[src/rtl/motoro3_step_sequencer.sv]
// Three-phase step sequencer: align hold, linear reload ramp, then steady run.
// Registered outputs except step codes/flags, which decode the current state; stop and rst win over everything.
module motoro3_step_sequencer (
  input  logic        clk,
  input  logic        rst,
  input  logic        start,
  input  logic        stop,
  input  logic        dir,
  input  logic [24:0] m3r_align_len,
  input  logic [24:0] m3r_ramp_reload,
  input  logic [24:0] m3r_step_cnt_reload1,
  input  logic [15:0] m3r_ramp_dec,
  output logic [24:0] m3cnt,
  output logic        m3cntLast1,
  output logic [3:0]  stepU,
  output logic [3:0]  stepV,
  output logic [3:0]  stepW,
  output logic        running,
  output logic        busy
);

  typedef enum logic [1:0] {
    ST_IDLE  = 2'd0,
    ST_ALIGN = 2'd1,
    ST_RAMP  = 2'd2,
    ST_RUN   = 2'd3
  } state_t;

  state_t      r_state;
  logic [24:0] r_cnt;
  logic [24:0] r_cur_reload;
  logic [2:0]  r_step;
  logic        r_dir;

  state_t      w_state_nxt;
  logic [24:0] w_cnt_nxt;
  logic [24:0] w_cur_nxt;
  logic [2:0]  w_step_nxt;
  logic        w_dir_nxt;

  logic [2:0]  w_step_adv;
  logic [24:0] w_dec_ext;
  logic [24:0] w_ramp_diff;
  logic [24:0] w_ramp_next;

  function automatic logic [24:0] f_min1(input logic [24:0] v);
    f_min1 = (v == 25'd0) ? 25'd1 : v;
  endfunction

  assign w_step_adv = r_dir ? ((r_step == 3'd5) ? 3'd0 : r_step + 3'd1)
                            : ((r_step == 3'd0) ? 3'd5 : r_step - 3'd1);

  // Saturate at zero before clamping to the target so a large decrement never wraps.
  assign w_dec_ext   = {9'd0, m3r_ramp_dec};
  assign w_ramp_diff = (r_cur_reload >= w_dec_ext) ? (r_cur_reload - w_dec_ext) : 25'd0;
  assign w_ramp_next = (w_ramp_diff > m3r_step_cnt_reload1) ? w_ramp_diff : m3r_step_cnt_reload1;

  always_ff @(posedge clk) begin
    if (rst) begin
      r_state      <= ST_IDLE;
      r_cnt        <= 25'd0;
      r_cur_reload <= 25'd0;
      r_step       <= 3'd0;
      r_dir        <= 1'b1;
    end else begin
      r_state      <= w_state_nxt;
      r_cnt        <= w_cnt_nxt;
      r_cur_reload <= w_cur_nxt;
      r_step       <= w_step_nxt;
      r_dir        <= w_dir_nxt;
    end
  end

  always_comb begin
    w_state_nxt = r_state;
    w_cnt_nxt   = r_cnt;
    w_cur_nxt   = r_cur_reload;
    w_step_nxt  = r_step;
    w_dir_nxt   = r_dir;
    if (r_state == ST_IDLE) begin
      if (start && !stop) begin
        w_state_nxt = ST_ALIGN;
        w_step_nxt  = 3'd0;
        w_cnt_nxt   = f_min1(m3r_align_len);
        w_dir_nxt   = dir;
      end
    end else if (stop) begin
      w_state_nxt = ST_IDLE;
      w_cnt_nxt   = 25'd0;
    end else if (r_cnt != 25'd0) begin
      w_cnt_nxt = r_cnt - 25'd1;
    end else begin
      w_step_nxt = w_step_adv;
      case (r_state)
        ST_ALIGN: begin
          if (m3r_ramp_reload <= m3r_step_cnt_reload1) begin
            w_state_nxt = ST_RUN;
            w_cur_nxt   = m3r_step_cnt_reload1;
          end else begin
            w_state_nxt = ST_RAMP;
            w_cur_nxt   = m3r_ramp_reload;
          end
          w_cnt_nxt = f_min1(w_cur_nxt);
        end
        ST_RAMP: begin
          w_cur_nxt = w_ramp_next;
          w_cnt_nxt = f_min1(w_ramp_next);
          if (w_ramp_next == m3r_step_cnt_reload1) begin
            w_state_nxt = ST_RUN;
          end
        end
        default: begin
          w_cur_nxt = m3r_step_cnt_reload1;
          w_cnt_nxt = f_min1(m3r_step_cnt_reload1);
        end
      endcase
    end
  end

  assign m3cnt      = r_cnt;
  assign busy       = (r_state != ST_IDLE);
  assign running    = (r_state == ST_RUN);
  assign m3cntLast1 = busy && (r_cnt == 25'd1);

  // Phases are spaced by two steps: V trails U by 2, W leads U by 2 (mod 6).
  always_comb begin
    stepU = 4'hF;
    stepV = 4'hF;
    stepW = 4'hF;
    if (busy) begin
      stepU = {1'b0, r_step};
      stepV = (r_step >= 3'd2) ? {1'b0, r_step - 3'd2} : {1'b0, r_step + 3'd4};
      stepW = (r_step >= 3'd4) ? {1'b0, r_step - 3'd4} : {1'b0, r_step + 3'd2};
    end
  end

endmodule
[config.mk]
export PLATFORM = sky130hd
export DESIGN_NAME = motoro3_step_sequencer
export DESIGN_NICKNAME = d
export VERILOG_FILES = /design/src/rtl/motoro3_step_sequencer.sv
export SDC_FILE = /design/constraint.sdc
export NUM_CORES = 1
export LEC_CHECK = 0
export ABC_AREA = 1
export BUFFER_PORTS_ARGS = -buffer_cell sky130_fd_sc_hd__buf_4
export CAP_MARGIN = 20
export CORE_UTILIZATION = 45
export DETAILED_ROUTE_END_ITERATION = 8
export HOLD_SLACK_MARGIN = 0.08
export PLACE_DENSITY = 0.66
export SLEW_MARGIN = 20
export SYNTH_ARGS = -nofsm -noshare
export SYNTH_HDL_FRONTEND = slang
export SYNTH_SLANG_ARGS = --single-unit
[constraint.sdc]
create_clock -name clk -period 4.75 [get_ports clk]
set_input_delay 0.7125 -clock clk [delete_from_list [all_inputs] [get_ports clk]]
set_output_delay 0.7125 -clock clk [all_outputs]
set_load 0.05 [all_outputs]
* Word level (Yosys, flattened, before mapping)
Cells that the tools add are included.
Word-level totals: register bits after elaboration 56, output and inout bits 40, word-level logic and storage cells 84
Operators by class: add/sub/neg operators 8, $lt $le $gt $ge 5, equality and inequality tests 11, multiplexer cells 36, bitwise gates (word level) 3, reduce and logical (&&, ||, !) cells 16
Operator list (number):
- $mux W25 | 15
- $logic_not A25 Y1 | 4
- $pmux W25 S2 | 2
- $mux W3 | 9
- $eq A25 B1 Y1 const B | 1
- $eq A25 B25 Y1 | 1
- $ge A25 B16 Y1 | 1
- $gt A25 B25 Y1 | 1
- $le A25 B25 Y1 | 1
- $reduce_bool A25 Y1 | 1
- $sub A25 B1 Y25 const B | 1
- $sub A25 B16 Y25 | 1
- $mux W4 | 3
- $mux W2 | 5
- $reduce_and A3 Y1 | 2
- $eq A2 B2 Y1 const B | 2
- $ne A2 B1 Y1 const B | 2
- $ne A4 B4 Y1 const B | 1
- $pmux W2 S2 | 1
- $reduce_and A4 Y1 | 1
- $reduce_bool A4 Y1 | 1
- $add A3 B1 Y3 const B | 1
- $add A3 B2 Y3 const B | 1
- $add A3 B3 Y3 const B | 1
- other kinds (17) | 20

* Depth between registers and ports, before layout
depth after elaboration 12, gate-level depth with buffers 38

* Worst setup path after synthesis
OpenSTA, ideal clock, no wires.
path kind input to register, from in m3r_ramp_dec[0], to reg r_cnt[0] (netlist: m3cnt[0]), setup time 70 ps, arrival 4025 ps, setup slack 655 ps, stages 31, path buffers 2, cells stage by stage ha_1 fa_1 nor2_1 o21ai_0 nand2_1 nand2_1 nand2_1 nand2_1 nand3_1 inv_1 ha_1 nand2_1 nor2_2 nand2_1 nor3_1 nand2_1 nand3_2 nand2_2 buf_2 buf_4 a21oi_1 nand2_1 nor2_1 nand2_1 nor2_1 nand3_1 nand3_1 nand2_1 nand2_1 nand2_1 a21oi_1
On the way: longest elaborated chain between the ends 10
RTL lines:
- from (decl) | RTL line 12 | input logic [15:0] m3r_ramp_dec,
- $sub A25 B16 Y25 or $ge A25 B16 Y1 (tied branches) | RTL line 55 | assign w_ramp_diff = (r_cur_reload >= w_dec_ext) ? (r_cur_reload - w_dec_ext) : 25'd0;
- $mux W25 * | RTL line 55
- $gt A25 B25 Y1 | RTL line 56 | assign w_ramp_next = (w_ramp_diff > m3r_step_cnt_reload1) ? w_ramp_diff : m3r_step_cnt_reload1;
- $mux W25 * | RTL line 56
- $logic_not A25 Y1 | RTL line 47 | f_min1 = (v == 25'd0) ? 25'd1 : v;
- $mux W25 * | RTL line 47
- $pmux W25 S2 * | RTL line 94 | case (r_state)
- $mux W25 * | RTL line 90 | end else if (r_cnt != 25'd0) begin
- $mux W25 * | RTL line 87 | end else if (stop) begin
- $mux W25 * | RTL line 80 | if (r_state == ST_IDLE) begin
- to (signal assigned) | RTL line 67 | r_cnt <= w_cnt_nxt;
- to (decl) | RTL line 30 | logic [24:0] r_cnt;
Every way passes the cells marked *; elsewhere a longest branch is shown, timed or not. A chain may end at the register's enable or synchronous reset.

* Worst setup path after layout
from in m3r_ramp_dec[11], to reg r_state[1]
On the way: longest elaborated chain between the ends 7
RTL lines:
- $sub A25 B16 Y25 or $ge A25 B16 Y1 (tied branches) | RTL line 55
- $mux W25 * | RTL line 55
- $gt A25 B25 Y1 | RTL line 56
- $mux W25 * | RTL line 56
- $eq A25 B25 Y1 * | RTL line 108 | if (w_ramp_next == m3r_step_cnt_reload1) begin
- $ne A4 B4 Y1 (no source line) *
- $reduce_and A4 Y1 (no source line) *
- to (signal assigned) | RTL line 66 | r_state <= w_state_nxt;
- to (decl) | RTL line 29 | state_t r_state;
Marked as above.

==> metrics.txt <==
status=complete, no violations; path category of the worst min-delay check=reg -> reg; EDFF count, synth=0; net count of the mapped netlist=approximately 1600; Final Hold Viols=0; critical path buffer and inverter count=6; number of clock buffers inserted by TritonCTS=5; port buffer count=between 100 and 150; Area growth syn-to-layout=25.8%; slowest cell on the critical path=ha_2; initial detailed-routing violation count=949; peak per-stage delay on the critical path=0.36 ns; share of the yosys chip area belonging to registers=a little over an eighth; CP startpoint kind=input pin; Pre-Repair DR Iteration Count=5; peak clock frequency supported by timing=approximately 220 MHz; Yosys top cell area share=16.8%; share of post-route cells with drive strength above 1=approximately a fifth; routed length per placed instance=around 18 microns; H-tree depth reported by CTS=2; vertical die dimension=138 microns; Peak supply drop=roughly 0.17 mV; clock tree root driver cell=clkbuf_16; critical path's most frequent cell=nand2_1; dominant cell type by area after synthesis=nand2_1; area taken by flip-flops and latches=1120 sq um; global route overflow=0; wire length on met1=15100 microns; most common library cells after synthesis=371 x nand2_1, 219 x inv_1, 192 x nor2_1; highest routed metal layer=met4; final critical path time including I/O delays and setup=between 4 and 5 ns; final clock skew=around 0.0069 ns; n_diodes=0; clock sink total=56; Crit path required time=4.99 ns; Primary FF master, synth=dfxtp_1; largest net degree at the start of global routing=37; clock network latency to the later pin of the worst-skew pair=between 0.3 and 0.4 ns; Post-synth ARST share=0%; overall global routing resource usage=35.4%; DR vias/cell=~5.5; via count=between 10000 and 15000; initial core utilization=about 46%; vias in the first global route=around 9400; met3 WL=2260 microns; detailed placer's ending HPWL=around 28000 microns; io pins=between 100 and 150; final worst-path cycle share=between 90% and 100%; static leakage=between 5 and 6 nW; drt drc=0; Worst-Margin Slew=slightly above 1 ns; last weighted congestion value of the routability-driven placer=between 1 and 1.5; P per Cell Area=about 210 nW/um^2; cell family contributing the most delay on the critical path=simple AND/OR/NAND/NOR gates; count of state elements after synthesis=56; area of combinational cells with multiple inputs=approximately 6100 sq um; number of distinct library cells after synthesis=46; max-capacitance violation count=0; synthesized instance count=1475; final antenna-violating net count=0; buffers from clock root to sink, at most=2; number of pins with negative max-slew slack in the final report=0; Syn Std Cell Area=around 8300 sq um; floorplan die area=about 19000 sq um; largest driver fanout on the critical path=10; top cells by area, synth=nand2_1 17%, dfxtp_1 14%, ha_1 11%; fin util=between 50 and 60%; kind of end point of the critical path=flop; detailed-routed wire length on met2=14700 microns; # hold bufs at CTS=0; number of warnings issued by yosys=0; synthesized area per cell=about 5.6 sq um; Final #Nets=1847; Rel. slew slack=between 30% and 40%; final WL=between 30000 and 40000 microns; CORE AREA=around 18000 sq um; Worst-path clk slew=~0.080 ns; TritonCTS clock tree=yes; Pwr Total=2.14 mW; Final Setup Violations=0; first-pass GRT wire length=between 50000 and 60000 microns; DIE WIDTH=~140 microns; number of fill cells=1899; row count=49; initial antenna violation count=0; cell with the most instances after synthesis=nand2_1; Critical Path AT=roughly 4.7 ns; critical setup path kind=in -> reg
## stage by stage
stage / std cells / setup TNS (ns) / hold slack, ns / setup slack (ns) / area (sq um)
2_1_floorplan: 1475 / 0 / 0.466 / 0.655 / 8290
3_3_place_gp: 1894 / -0.131 / 0.486 / -0.0548 / 10200
3_5_place_dp: 1894 / -0.273 / 0.503 / -0.0989 / 10200
4_1_cts: 1902 / 0 / 0.517 / 0.192 / 10300
5_1_grt: 1905 / -0.0318 / 0.540 / -0.0125 / 10400
6_report: 1905 / 0 / 0.512 / 0.247 / 10400
## state kept, by name, summed over array words and instances, names as in the netlist
signal	cells
r_dir	1
m3cnt	25
r_step	3
r_cur_reload	25
r_state	2
## per-layer routing
layer | global-route usage (%) | up-vias
met3 | 4.86 | 71
met2 | 55.8 | 409
li1 | - | 5220
met5 | 0 | -
met1 | 48.1 | 4712
met4 | 14.1 | 0
## worst min-delay path, cell delays in order (launching register included)
cell     delay, ns
dfxtp_1       0.35
nand2_1       0.07
a21oi_1       0.05
## cells by family after synthesis
kind of cell,share of synthesized area [%]
adder cells (fa/ha/maj),11.6
XOR/XNOR,2.32
flip-flops,13.5
buffers and inverters,13.5
AO/OA/AOI/OAI,16.7
AND/OR/NAND/NOR,42.3
## final timing paths
check	start	slack (ns)	to	cells past startpoint
worst min-delay path	r_state[1]	0.51	r_state[1]	2
worst min register to register	r_state[1]	0.51	r_state[1]	2
worst max register to register	r_cur_reload[5]	0.35	r_state[1]	30
worst max-delay path	m3r_ramp_dec[11]	0.25	r_state[1]	32
## cell usage in the layout, fill, tap and decap left out, drive strengths merged, types with 3 or more instances in the layout
master,n
o211ai,6
ha,75
o21ai,112
a31oi,12
inv,226
xnor2,15
o31ai,9
dfxtp,56
clkbuf,5
nand3,111
xor2,7
o311ai,3
clkinv,4
o21bai,4
o22ai,16
a21oi,83
buf,247
nand3b,20
nand4,31
nor2,203
nor3,13
nor4,20
or2,4
nand2,382
## final cells by class
type                    count  share of cell area (%)
repair buffers            247                    18.2
flip-flops and latches     56                    10.7
multi-input cells        1137                    58.6
inverters                 228                    8.23
clock buffers               5                    1.20
clock inverters             3                   0.264
well taps                 229                    2.75
## timing repair
| action | 4_1_cts | 5_1_grt |
|---|---|---|
| setup buffers | 0 | 3 |
| endpoints found under the setup margin | 0 | 12 |
| resized for setup | 0 | 24 |
## where the power goes
group	leakage (nW)	internal [mW]	switching [mW]
sequential	0.457	0.508	0.0583
clock	0.0719	0.201	0.200
combinational	4.93	0.400	0.772
Power figures use the tool's default switching activity.
